**src/rtl/gl_bram_arbiter.sv**
```systemverilog
// Purpose: shares one synchronous-read BRAM port between fetch (single word) and decode (1-4 word bursts), round-robin on ties.
// Latency: fetch grant cycle 0 -> fetch_valid cycle 2; decode grant cycle 0 -> dec_valid cycle len+1.
// Backpressure: requesters hold req/addr until their one-cycle gnt; losers and mid-burst arrivals wait; stall covers decode work.
module gl_bram_arbiter #(
    parameter int ADDR_WIDTH = 32,
    parameter int DATA_WIDTH = 32,
    parameter int MAX_BURST  = 4
) (
    input  logic                  clk,
    input  logic                  reset,
    input  logic                  fetch_req,
    input  logic [ADDR_WIDTH-1:0] fetch_addr,
    output logic                  fetch_gnt,
    output logic [DATA_WIDTH-1:0] fetch_data,
    output logic                  fetch_valid,
    input  logic                  dec_req,
    input  logic [ADDR_WIDTH-1:0] dec_addr,
    input  logic [2:0]            dec_len,
    output logic                  dec_gnt,
    output logic [DATA_WIDTH-1:0] dec_data_0,
    output logic [DATA_WIDTH-1:0] dec_data_1,
    output logic [DATA_WIDTH-1:0] dec_data_2,
    output logic [DATA_WIDTH-1:0] dec_data_3,
    output logic                  dec_valid,
    output logic                  bram_en,
    output logic [ADDR_WIDTH-1:0] bram_addr,
    input  logic [DATA_WIDTH-1:0] bram_rdata,
    output logic                  stall
);

    typedef enum logic [1:0] {
        IDLE    = 2'd0,
        F_DATA  = 2'd1,
        D_ISSUE = 2'd2,
        D_DRAIN = 2'd3
    } state_t;

    state_t                              state;
    state_t                              state_nxt;
    logic                                last_was_dec;
    logic [ADDR_WIDTH-1:0]               base_q;
    logic [2:0]                          len_q;
    logic [2:0]                          beat_q;
    logic [2:0]                          dec_len_eff;
    logic [1:0]                          cap_idx;
    logic [MAX_BURST-1:0][DATA_WIDTH-1:0] dec_words;

    assign dec_data_0 = dec_words[0];
    assign dec_data_1 = dec_words[1];
    assign dec_data_2 = dec_words[2];
    assign dec_data_3 = dec_words[3];

    // Normalise the requested burst length: zero means one word, anything above MAX_BURST is clamped.
    always_comb begin
        dec_len_eff = dec_len;
        if (dec_len == 3'd0) begin
            dec_len_eff = 3'd1;
        end else if (dec_len > 3'(MAX_BURST)) begin
            dec_len_eff = 3'(MAX_BURST);
        end
    end

    // Slot of dec_words that receives the word returning from the previous cycle's read.
    always_comb begin
        cap_idx = 2'd0;
        if (state == D_ISSUE) begin
            cap_idx = 2'(beat_q - 3'd1);
        end else if (state == D_DRAIN) begin
            cap_idx = 2'(len_q - 3'd1);
        end
    end

    // Arbitration, BRAM address sequencing, stall and next state; reset forces every combinational output low.
    always_comb begin
        state_nxt = state;
        fetch_gnt = 1'b0;
        dec_gnt   = 1'b0;
        bram_en   = 1'b0;
        bram_addr = '0;
        stall     = 1'b0;
        case (state)
            IDLE: begin
                stall = dec_req;
                if (fetch_req || dec_req) begin
                    bram_en = 1'b1;
                    // Decode wins when alone, or on a tie when fetch won the previous arbitration.
                    if (dec_req && (!fetch_req || !last_was_dec)) begin
                        dec_gnt   = 1'b1;
                        bram_addr = dec_addr;
                        state_nxt = (dec_len_eff == 3'd1) ? D_DRAIN : D_ISSUE;
                    end else begin
                        fetch_gnt = 1'b1;
                        bram_addr = fetch_addr;
                        state_nxt = F_DATA;
                    end
                end
            end
            F_DATA: begin
                state_nxt = IDLE;
            end
            D_ISSUE: begin
                bram_en   = 1'b1;
                bram_addr = base_q + ADDR_WIDTH'(beat_q);
                stall     = 1'b1;
                if (beat_q == (len_q - 3'd1)) begin
                    state_nxt = D_DRAIN;
                end
            end
            D_DRAIN: begin
                stall     = 1'b1;
                state_nxt = IDLE;
            end
            default: begin
                state_nxt = IDLE;
            end
        endcase
        if (reset) begin
            state_nxt = IDLE;
            fetch_gnt = 1'b0;
            dec_gnt   = 1'b0;
            bram_en   = 1'b0;
            bram_addr = '0;
            stall     = 1'b0;
        end
    end

    // State register.
    always_ff @(posedge clk or posedge reset) begin
        if (reset) begin
            state <= IDLE;
        end else begin
            state <= state_nxt;
        end
    end

    // Round-robin pointer and burst bookkeeping: latch base/length at decode grant, advance the beat while issuing.
    always_ff @(posedge clk or posedge reset) begin
        if (reset) begin
            last_was_dec <= 1'b1;
            base_q       <= '0;
            len_q        <= 3'd0;
            beat_q       <= 3'd0;
        end else begin
            if (fetch_gnt || dec_gnt) begin
                last_was_dec <= dec_gnt;
            end
            if (dec_gnt) begin
                base_q <= dec_addr;
                len_q  <= dec_len_eff;
                beat_q <= 3'd1;
            end else if (state == D_ISSUE) begin
                beat_q <= beat_q + 3'd1;
            end
        end
    end

    // Read-data capture and completion pulses; unused burst words are cleared at grant.
    always_ff @(posedge clk or posedge reset) begin
        if (reset) begin
            fetch_data  <= '0;
            fetch_valid <= 1'b0;
            dec_words   <= '0;
            dec_valid   <= 1'b0;
        end else begin
            fetch_valid <= (state == F_DATA);
            dec_valid   <= (state == D_DRAIN);
            if (state == F_DATA) begin
                fetch_data <= bram_rdata;
            end
            if (dec_gnt) begin
                for (int i = 0; i < MAX_BURST; i++) begin
                    if (i >= int'(dec_len_eff)) begin
                        dec_words[i] <= '0;
                    end
                end
            end
            if ((state == D_ISSUE) || (state == D_DRAIN)) begin
                dec_words[cap_idx] <= bram_rdata;
            end
        end
    end

endmodule

```
**config.mk**
```make
export PLATFORM = sky130hd
export DESIGN_NAME = gl_bram_arbiter
export DESIGN_NICKNAME = d
export VERILOG_FILES = /design/src/rtl/gl_bram_arbiter.sv
export SDC_FILE = /design/constraint.sdc
export NUM_CORES = 1
export LEC_CHECK = 0
export CAP_MARGIN = 20
export CELL_PAD_IN_SITES_DETAIL_PLACEMENT = 1
export CELL_PAD_IN_SITES_GLOBAL_PLACEMENT = 2
export CORE_MARGIN = 2
export CORE_UTILIZATION = 31
export DETAILED_ROUTE_END_ITERATION = 16
export GPL_TIMING_DRIVEN = 0
export PLACE_DENSITY_LB_ADDON = 0.1
export SYNTH_ARGS = -nofsm -noshare
export SYNTH_HDL_FRONTEND = slang
export SYNTH_SLANG_ARGS = --single-unit
```
**constraint.sdc**
```tcl
create_clock -name clk -period 23.1 [get_ports clk]
set_input_delay 4.62 -clock clk [delete_from_list [all_inputs] [get_ports clk]]
set_output_delay 4.62 -clock clk [all_outputs]
set_load 0.05 [all_outputs]
```
==> run_results.csv <==
group,metric,value,unit
finish,final_core_util,46.70,%
routing,first_pass_iters,4,
flow_run,maxCapViolCount,0,
routing,wl,30420,um
grt,grt_max_degree,76,
finish,drive_above_1_share,10.51,%
yosys,ys_ff_latch,203,
sta,finClkSkew,0.02369,ns
floorplan,ios,301,
grt,grt_use_total,20.29,%
clocking,htree_levels,1,
sta,setup_slack,10.91,ns
setup_path,worst_setup_path_end_kind,"output pin",
clocking,clk_latency,0.54,ns
worst_hold_path,worst_hold_path_type,"reg2reg",
yosys,ys_warn_count,0,
power_and_ir_drop,leakagePower,5.828,nW
yosys,synthArstFlopShare,100.0,%
finish,layout_commonest_cell,"clkdlybuf4s50_1",
sta,worst_slew_pin_slew,0.9221,ns
floorplan,die_w,173.4,um
placed_design,dp.final_hpwl,21590,um
clocking,ctsHoldBuffers,0,
routing,drt_iter0_drc,314,
yosys,syn_avg_cell_area,11.77,sq um
clocking,cts_buffers,25,
yosys,ys.flop_type,"dfrtp_1",
setup_path,rr_worst_depth,8,
setup_path,rrSetupSlack,20.67,ns
yosys,netlist_instances,756,
routing,viasPerCell,4.901,
clocking,cts_sinks,203,
setup_path,slowest_stage,"clkdlybuf4s50_1",
clocking,tritoncts,"built",
power_and_ir_drop,internal_power,1.134,mW
clocking,clockBufferDepth,3,
sta,timing.final.crit_share,52.75,%
yosys,synth-edff-count,0,
sta,slew_violations,0,
power_and_ir_drop,power_frac_seq,29.1,%
sta,slew-limit-headroom,38.12,%
finish,area_growth,49.42,%
sta,fmax,0.08206,GHz
sta,period_minus_slack,12.19,ns
placed_design,dp_worst_setup_slack,10.89,ns
worst_hold_path,holdPathStages,1,
sta,tns,0,ns
setup_path,required,18.48,ns
yosys,yosysUniqueCellTypes,51,
finish,mostFrequentLayoutCells,"clkdlybuf4s50_1 (300), dfrtp_1 (202), nand2_1 (122), a22o_1 (96), mux2_2 (35)",
worst_hold_path,holdCritStartpoint,"dec_data_0[22]$_DFF_PP0_",
sta,hold_viol,0,
setup_path,path_max_fanout,75,
grt,grt_overflow,0,
setup_path,cp.arrival,7.57,ns
setup_path,reg2reg_from,"len_q[0]$_DFFE_PP0N_",
power_and_ir_drop,vdd_drop_max,0.09942,mV
setup_path,critPathLaunchType,"input pin",
floorplan,core,28470,sq um
clocking,cts_root_buffer,"clkbuf_16",
clocking,cts_resized,0,
routing,avgRoutedWirePerCell,20.40,um
grt,grt_pass1_wl,48280,um
placed_design,place.gp.congestion,0.7679,
power_and_ir_drop,p_sw,0.9695,mW
yosys,syn-num-nets,865,
placed_design,io_buffers,300,
floorplan,row_count,62,
floorplan,die_h,173.4,um
grt,antenna_found_initial,3,
clocking,post_cts_buffers,0,
finish,nets,1194,
power_and_ir_drop,switching_share,46.09,%
worst_hold_path,whs_endpoint,"dec_data_0[22]$_DFF_PP0_",
setup_path,reg2reg_to,"dec_data_1[7]$_DFF_PP0_",
sta,setup-violations-final,0,
routing,via_count,7307,
setup_path,cpMostUsedCell,"clkdlybuf4s50_1",
setup_path,path_cells,"clkdlybuf4s50_1 -> inv_8 -> buf_16 -> nand2_1 -> nor2_1 -> clkdlybuf4s50_1",
power_and_ir_drop,cellPowerDensity,158.2,nW/um^2
power_and_ir_drop,power_frac_clock,19.0,%
floorplan,initial_core_util,31.25,%
clocking,clkSlewWorstSetupHoldPaths,0.06,ns
yosys,yosysSeqAreaShare,57.11,%
status,status,"finished clean",
routing,drc,0,
setup_path,crit_type,"in2out",
sta,rsz0062_at_grt,"false",
setup_path,critPathMaxStageDelay,0.88,ns
yosys,synthesis.area,8897,sq um
routing,ant_nets,0,
grt,grt_pass1_vias,8015,
power_and_ir_drop,combPwrFrac,51.8,%
floorplan,die_area,30070,sq um
[cell usage after synthesis (all sizes together) (2+ instances only)]
library cell,number,area share (%)
and4,3,0.31
xnor2,8,0.79
o21ai,9,0.51
a31oi,2,0.14
dfrtp,202,57
buf,20,1.1
ha,5,0.70
mux2i,26,2.9
inv,14,0.59
a22o,96,9.5
a21oi,16,0.90
mux2,64,8.1
nand3,13,0.87
xor2,26,2.6
a21boi,2,0.21
o22ai,25,1.8
and3,7,0.49
nand2,123,5.2
nor3,7,0.58
nand4,13,1.2
clkbuf,27,1.2
nor2,24,1.1
nand2b,3,0.21
nor2b,3,0.21
and2,5,0.35
[cell type report]
class | instances | area, sq um
fill | 3029 | 15180
sequential | 203 | 5081
multi-input combinational | 492 | 3561
timing repair buffer | 302 | 3058
clock buffer | 31 | 668.1
tap | 384 | 480.5
buffer | 47 | 202.7
clock inverter | 15 | 175.2
inverter | 14 | 60.06
antenna | 3 | 7.507
[power by group through the flow]
stage	registers (mW)	clock network [mW]	logic (mW)
finish	0.613	0.400	1.09
CTS	0.615	0.412	1.10
global placement	0.612	0	1.09
detailed placement	0.615	0	1.10
floorplan	1.03	0	0.283
global route	0.636	0.426	1.15
[per-stage QoR]
| step | instance area (sq um) | instances | power [mW] | hold slack [ns] |
|---|---|---|---|---|
| after floorplan | 8897 | 756 | 1.316 | 0.4523 |
| after global placement | 12380 | 1440 | 1.703 | 0.4727 |
| after detailed placement | 12440 | 1442 | 1.716 | 0.4802 |
| after CTS | 13290 | 1488 | 2.132 | 0.4926 |
| after global routing | 13290 | 1489 | 2.209 | 0.5001 |
| final | 13290 | 1491 | 2.104 | 0.4857 |
[logic make-up (layout without fill, tap and decap cells)]
family                   Yosys count  in the layout  synth area share (%)
adder cells (fa/ha/maj)            6              6                0.9281
buffers and inverters             61            409                 2.869
XOR/XNOR                          34             34                 3.347
AO/OA/AOI/OAI                    159            159                 14.06
AND/OR/NAND/NOR                  203            203                 10.66
flip-flops                       203            203                 57.11
other                              0              3                     0
multiplexers                      90             90                 11.03
[metal layers]
layer  track usage [%]  share of wire [%]  up-vias
met4             3.460                1.3        0
met5                 0                  0        -
met1             26.13                 43     3701
met3             7.039                8.5       36
li1                  -                  -     3377
met2             33.53                 47      193
[critical path: cells and delay by family]
kind,cells,cell delay [ns]
AND/OR/NAND/NOR,2,0.65
buffers and inverters,4,2.27
[flip-flops by register name (all words and copies together) (netlist names)]
register,flops
beat_q,3
state,2
fetch_valid,1
dec_valid,1
dec_data_1,32
dec_data_2,32
base_q,32
dec_data_0,32
len_q,3
dec_data_3,32
fetch_data,32
last_was_dec,1
[how the worst max path moves through the flow]
stage | from | endpoint | cells past startpoint
after floorplan | reset | bram_en | 3
after global placement | reset | bram_en | 5
after detailed placement | reset | bram_en | 6
after CTS | reset | bram_en | 6
after global routing | reset | bram_en | 6
final | reset | bram_en | 6
Note: power is estimated with default switching activity, not from simulation.
